[src/rtl/mips32_pkg.sv]
// Shared MIPS32 datapath constants and types for the writeback/register-file slice.
package mips32_pkg;

    localparam int unsigned DATA_W = 32;
    localparam int unsigned ADDR_W = 5;
    localparam logic [ADDR_W-1:0] REG_ZERO = '0;

    typedef logic [DATA_W-1:0] word_t;
    typedef logic [ADDR_W-1:0] reg_idx_t;

endpackage

[src/rtl/wb_mux.sv]
// Writeback select: load data when sel_load_i is set, otherwise the ALU result.
module wb_mux #(
    parameter int unsigned DATA_W = 32
) (
    input  logic              sel_load_i,
    input  logic [DATA_W-1:0] load_data_i,
    input  logic [DATA_W-1:0] alu_result_i,
    output logic [DATA_W-1:0] wdata_o
);

    always_comb begin
        wdata_o = sel_load_i ? load_data_i : alu_result_i;
    end

endmodule

[src/rtl/wb_register_file.sv]
// MIPS32 register file with writeback mux and committed-write counter.
// Define WB_REGFILE_BYPASS_EN to forward a same-cycle write to the read ports.
module wb_register_file #(
    parameter int unsigned DATA_W = 32,
    parameter int unsigned ADDR_W = 5
) (
    input  logic              Clk,
    input  logic              Reset_n,
    input  logic              RegWrite_WB,
    input  logic              MemtoReg_WB,
    input  logic [DATA_W-1:0] Read_Data_WB,
    input  logic [DATA_W-1:0] ALU_Result_WB,
    input  logic [ADDR_W-1:0] Write_Register_WB,
    input  logic [ADDR_W-1:0] Read_Register_1,
    input  logic [ADDR_W-1:0] Read_Register_2,
    output logic [DATA_W-1:0] Read_Data_1,
    output logic [DATA_W-1:0] Read_Data_2,
    output logic [DATA_W-1:0] Write_Data_WB,
    output logic [15:0]       Write_Count
);

    import mips32_pkg::*;

    localparam int unsigned NumRegs = 2 ** ADDR_W;
    localparam logic [ADDR_W-1:0] IdxZero = ADDR_W'(REG_ZERO);

    logic [DATA_W-1:0] regs_q [1:NumRegs-1];
    logic [DATA_W-1:0] regs_d [1:NumRegs-1];
    logic [15:0]       count_q, count_d;
    logic              armed_q, armed_d;
    logic              commit;

    wb_mux #(
        .DATA_W (DATA_W)
    ) u_wb_mux (
        .sel_load_i   (MemtoReg_WB),
        .load_data_i  (Read_Data_WB),
        .alu_result_i (ALU_Result_WB),
        .wdata_o      (Write_Data_WB)
    );

    // armed_q stays low through the first edge after reset release, so a write
    // presented on that edge is dropped.
    always_comb begin
        commit = armed_q && RegWrite_WB && (Write_Register_WB != IdxZero);
    end

    always_comb begin
        regs_d  = regs_q;
        count_d = count_q;
        armed_d = 1'b1;
        if (commit) begin
            regs_d[Write_Register_WB] = Write_Data_WB;
            count_d                   = count_q + 16'd1;
        end
    end

    always_ff @(posedge Clk or negedge Reset_n) begin
        if (!Reset_n) begin
            for (int i = 1; i < NumRegs; i++) begin
                regs_q[i] <= '0;
            end
            count_q <= '0;
            armed_q <= 1'b0;
        end else begin
            regs_q  <= regs_d;
            count_q <= count_d;
            armed_q <= armed_d;
        end
    end

    always_comb begin
        Read_Data_1 = '0;
        Read_Data_2 = '0;
        if (Reset_n) begin
            if (Read_Register_1 != IdxZero) begin
                Read_Data_1 = regs_q[Read_Register_1];
            end
            if (Read_Register_2 != IdxZero) begin
                Read_Data_2 = regs_q[Read_Register_2];
            end
`ifdef WB_REGFILE_BYPASS_EN
            if (commit && (Write_Register_WB == Read_Register_1)) begin
                Read_Data_1 = Write_Data_WB;
            end
            if (commit && (Write_Register_WB == Read_Register_2)) begin
                Read_Data_2 = Write_Data_WB;
            end
`endif
        end
    end

    always_comb begin
        Write_Count = count_q;
    end

endmodule
[config.mk]
export PLATFORM = sky130hd
export DESIGN_NAME = wb_register_file
export DESIGN_NICKNAME = d
export VERILOG_FILES = /design/src/rtl/mips32_pkg.sv /design/src/rtl/wb_mux.sv /design/src/rtl/wb_register_file.sv
export SDC_FILE = /design/constraint.sdc
export NUM_CORES = 2
export LEC_CHECK = 0
export ABC_AREA = 0
export CORE_ASPECT_RATIO = 0.6
export CORE_MARGIN = 3
export CORE_UTILIZATION = 45
export DETAILED_ROUTE_END_ITERATION = 16
export GPL_TIMING_DRIVEN = 1
export PLACE_DENSITY = 0.66
export RECOVER_POWER = 25
export SYNTH_ARGS = -nofsm -noshare
export SYNTH_HDL_FRONTEND = slang
export SYNTH_SLANG_ARGS = --single-unit
[constraint.sdc]
create_clock -name Clk -period 2.5 [get_ports Clk]
set_clock_uncertainty 0.15 [all_clocks]
set_input_delay 0.25 -clock Clk [delete_from_list [all_inputs] [get_ports Clk]]
set_output_delay 0.25 -clock Clk [all_outputs]
set_load 0.02 [all_outputs]
# After elaboration in Yosys (flattened, before gate mapping)
# Cells that the tools add are included.
[totals]
in_bits = 83
output_inout_bits = 112
regBits = 1009
wordCells = 61
[classes]
reduce_logical = 6
mux = 14
addsub = 1
order_cmp = 4
n_bitwise = 3
[ops]
columns = ["op", "count"]
rows = [
  ["992-bit bitwise mux", 1],
  ["32-bit binary-select mux with 5-bit select", 2],
  ["32-bit two-way mux", 10],
  ["32-bit demux with 5-bit select", 1],
  ["6-bit greater-or-equal comparator, second input constant", 3],
  ["5-bit inverter with 6-bit output", 3],
  ["16-bit by 1-bit adder with 16-bit output, second input constant", 1],
  ["5-bit nonzero test", 3],
  ["6-bit by 1-bit < comparator with 1-bit output, second input constant", 1],
  ["1-bit logical AND", 3],
]

# Depth between registers and ports, before layout
[depth]
ltp_word = 6
mapped_depth = 10
mapped_depth_nobuf = 5

# Hierarchy
# A second synthesis with hierarchy kept.
[unflattened]
cells_unflattened = 3817
area_unflattened_um2 = 54730.0
[by_module_without_submodules]
columns = ["module", "cells_each", "seq_area_each_um2", "n_inst", "area_per_inst_um2"]
rows = [
  ["wb_register_file", 3781, 25249.2, 1, 54185.7],
  ["wb_mux", 36, 0.0, 1, 544.3],
]

# Least setup slack after synthesis
# No wires, ideal clock.
[synth_timing]
path_type = "input -> output"
startpoint = "in Read_Register_2[0]"
endpoint = "out Read_Data_2[10]"
required_ps = 2100
t_arrival_ps = 2127
n_path_buf = 5
stages = 9
slack_ps = -27
cell_sequence = "buf_2 > buf_6 > buf_6 > buf_4 > buf_4 > a221oi_1 > nor3_1 > o22ai_1 > nor4_1"
[synth_via]
elab_chain_len = 6
word_cells_on_any_way = 7
cone_classes = "mux (5); bitwise (1); reduce/logical (1)"
[synth_rtl]
columns = ["item", "line", "rtl"]
rows = [
  ["start: declaration", "wb_register_file.sv:15", "input logic [ADDR_W-1:0] Read_Register_2,"],
  ["5-bit inverter with 6-bit output (not written as such)", "wb_register_file.sv:80", "Read_Data_2 = regs_q[Read_Register_2];"],
  ["32-bit binary-select mux with 5-bit select", "wb_register_file.sv:80", ""],
  ["32-bit two-way mux (not written as such) (2 in a row)", "wb_register_file.sv:80", ""],
  ["32-bit two-way mux *", "wb_register_file.sv:79", "if (Read_Register_2 != IdxZero) begin"],
  ["32-bit two-way mux *", "wb_register_file.sv:75", "if (Reset_n) begin"],
  ["end: declaration", "wb_register_file.sv:17", "output logic [DATA_W-1:0] Read_Data_2,"],
]
# Every way passes the cells marked *; elsewhere a longest branch is shown, timed or not. The select of a mux whose other input is x is not followed.

# Final worst setup path
[layout_timing]
startpoint = "reg regs_q[901] (netlist name)"
endpoint = "out Read_Data_2[5]"
[layout_via]
elab_chain_len = 5
[layout_rtl]
columns = ["item", "line", "rtl"]
rows = [
  ["start: declaration", "wb_register_file.sv:27", "logic [DATA_W-1:0] regs_q [1:NumRegs-1];"],
  ["start signal: assignment", "wb_register_file.sv:66", "regs_q <= regs_d;"],
  ["32-bit binary-select mux with 5-bit select", "wb_register_file.sv:80", ""],
  ["32-bit two-way mux (not written as such) (2 in a row)", "wb_register_file.sv:80", ""],
  ["32-bit two-way mux", "wb_register_file.sv:79", ""],
  ["32-bit two-way mux", "wb_register_file.sv:75", ""],
]
# Every way passes these cells. The select of a mux whose other input is x is not followed.

==> results.md <==
- Largest net degree at the start of global routing: 184
- Register area share after synthesis: 0.4821
- RSZ-0062 raised after global routing: true
- Final Power: 49000 uW
- Routed WL: 200.4 mm
- Clock share of power: 0.309
- Avg Cell Area, Syn: 10.77 sq um
- CTS tree: built
- Primary FF master, synth: dfrtp_1
- Total CTS buffers: 95
- Number of I/O port buffers: 194
- GPL Wtd Cong: 0.9521
- IO Pins: 195
- Worst R2R End: regs_q[655]
- Syn nets: 4945
- CP max stage delay: 0.43 ns
- DRC Markers: 0
- Initial Util: 0.4556
- Fmax: 0.3380 GHz
- Dpl hpwl: 134.0 mm
- Hold Crit Class: primary input to register
- Post-Syn Area: 52380 sq um
- Post-Synthesis Cells: 4861
- Nets: 5433
- Critical path peak fanout: 2
- Int Power: 34000 uW
- Logic pwr share: 0.252
- Initial antenna violation count: 3
- Worst hold path cell count: 3
- Crit end category: primary output
- MaxCap Viol Count: 0
- Failing checks: setup timing
- Vias in the first global route: 43610
- Switch share: 0.3062
- Async SR Flop Fraction: 1.000
- Final hold violation count: 0
- Clk slew on worst S/H paths: 0.07 ns
- Row Count: 96
- Post-route design area: 66590 sq um
- Global-route wire length before repair: 295.3 mm
- Number of synthesized flops with an enable pin: 0
- Fin Setup TNS: -48.13 ns
- DR vias: 44840
- R2r startpoint: armed_q
- Crit-path cells: mux2_4 -> a221oi_4 -> nor3_4 -> a2111oi_4 -> nor4_4 -> buf_4
- YS warnings: 0
- Vias per inst: 6.461
- Htree depth: 3
- Final WS setup: -0.4587 ns
- DIE AREA: 120700 sq um
- Die X: 446.4 microns
- Register-to-register setup slack: -0.26 ns
- Slew HR: 0.07674
- Root buf cell: clkbuf_16
- Core outline area: 115000 sq um
- # clock sinks: 1009
- CP startpoint kind: register
- CP max stage cell: a2111oi_4
- DR WL/cell: 28.88 microns
- Max-slew violations: 0
- Worst Path Arrival: 2.56 ns
- Layout cells sized above 1: 0.3227
- Overall die height: 270.3 microns
- Grt total ovfl: 0
- Synth unique cells: 54
- Run status: finished with violations
- Pwr dens: 736.0 nW/um^2
- GRT Total Usage: 0.3291
- Worst-Margin Slew: 1.385 ns
- WHS Endpoint: regs_q[703]
- Most frequent cells in the layout: 1009 x dfrtp_1, 596 x a21oi_1, 582 x nor2_1
- Hold Startpoint: ALU_Result_WB[31]
- Clock Latency Late Sink: 0.70 ns
- Peak supply drop: 0.6892 mV
- Placed Area: 61310 sq um
- Maximum clock insertion buffer count: 3
- Synth-to-layout area growth: 27.13%
- Fillcell total: 9281
- Net Sw Power: 15000 uW
- Static leakage: 0.02852 uW
- Total iterations of the first detailed-routing run: 6
- Endpoints failing setup: 402
- Period minus WS final: 2.959 ns
- CP Data Required Time: 2.10 ns
- Pre-CTS setup slack: -0.8274 ns
- Reg2reg path depth: 7
- Routed Antenna Nets: 0
- Critical path class: register to primary output
- FF+latch count, synth: 1009
- First DRT Iteration DRCs: 6220
- Period utilization: 1.183
- Share of power burned in registers: 0.439
- Leading cell type in the layout, fill and taps excluded: dfrtp_1
-- per-stage QoR --
step           utilization  hold slack (ns)  instances
4_1_cts             0.5775           0.2284       6918
3_3_place_gp        0.5333         -0.07048       6719
6_report            0.5793           0.2647       6940
2_1_floorplan            -          -0.1956       4861
3_5_place_dp        0.5333         -0.07085       6719
5_1_grt             0.5792           0.2725       6939
-- flip-flops by register name (all words and copies together), names as in the netlist --
| signal | count |
|---|---|
| Write_Count | 16 |
| armed_q | 1 |
| regs_q | 992 |
-- cell type report --
cell class / count / area, sq um / share of cell area
Sequential cell: 1009 / 25250 / 0.3792
Timing Repair Buffer: 898 / 8705 / 0.1307
Clock inverter: 30 / 377.9 / 0.005675
Clock buffer: 138 / 2763 / 0.04149
Inverter: 32 / 120.1 / 0.001804
Multi-Input combinational cell: 3313 / 27470 / 0.4125
Tap cell: 1519 / 1901 / 0.02854
Antenna cell: 1 / 2.502 / 0.00003758
-- repair_timing --
item	CTS	global route
pin swaps	121	77
hold buffers	2	0
resized for setup	524	138
hold endpoints to repair	278	0
cloned	1	0
setup buffers	65	27
setup endpoints to repair	64	64
-- synth_stat cells (4+ instances only) --
cell	count	share of area
a2111oi_0	10	0.0017
a211oi_1	102	0.015
a21oi_1	596	0.057
a221oi_1	31	0.0052
a22oi_1	52	0.0075
and3_1	4	0.00048
buf_1	19	0.0014
buf_2	81	0.0077
buf_4	30	0.0043
buf_6	6	0.0013
clkbuf_1	370	0.027
dfrtp_1	1009	0.48
inv_1	32	0.0023
mux2_2	127	0.027
mux2i_1	139	0.027
mux4_2	396	0.17
nand2_1	475	0.034
nand2b_1	8	0.00096
nand3_1	15	0.0014
nor2_1	585	0.042
nor2b_1	79	0.0094
nor3_1	35	0.0033
nor3_2	8	0.0015
nor4_1	42	0.0050
o21ai_0	437	0.042
o21ai_1	14	0.0013
o221ai_1	20	0.0033
o22ai_1	86	0.010
xnor2_1	13	0.0022
-- worst max-delay path: cells and delay by family, from the launching register on --
kind | cells | cell delay (ns)
AOI/OAI and AO/OA | 2 | 0.76
buffers and inverters | 1 | 0.18
muxes | 1 | 0.28
and+or+nand+nor | 2 | 0.21
DFF | 1 | 0.40
-- worst max path at each step --
stage                       startpoint               to  slack [ns]  depth (start not counted)
finish                     regs_q[901]   Read_Data_2[5]       -0.46                          6
global route               regs_q[853]  Read_Data_2[21]       -0.51                          6
CTS                        regs_q[611]   Read_Data_2[3]       -0.49                          7
detailed placement  Read_Register_1[4]  Read_Data_1[20]       -0.83                          7
global placement    Read_Register_1[4]  Read_Data_1[20]       -0.80                          7
floorplan           Read_Register_2[0]  Read_Data_2[28]        0.01                          9
-- power groups by stage --
stage                     logic, uW  registers (uW)  clock network [uW]
after floorplan                6780           20900                   0
after global placement        10500           21500                   0
after detailed placement      10800           21600                   0
after CTS                     11800           21300               15300
after global routing          13300           21700               15900
final                         12300           21500               15200
-- per-layer routing --
metal,up-vias,global-route usage,share of wire
met3,431,0.1107,0.15
met2,3217,0.4506,0.41
met5,-,0,0.000035
li1,18650,-,-
met4,2,0.1127,0.039
met1,22540,0.4871,0.40
-- logic make-up after synthesis --
group / count (synthesis) / synth area share
fa+ha+maj: 1 / 0.0002388
buf+inv: 539 / 0.04360
xor+xnor: 15 / 0.002508
other cells: 1 / 0.00007160
flops: 1009 / 0.4821
compound gates: 1352 / 0.1434
mux: 662 / 0.2241
simple gates: 1282 / 0.1040
No activity file was read; power rests on OpenSTA's default activity.
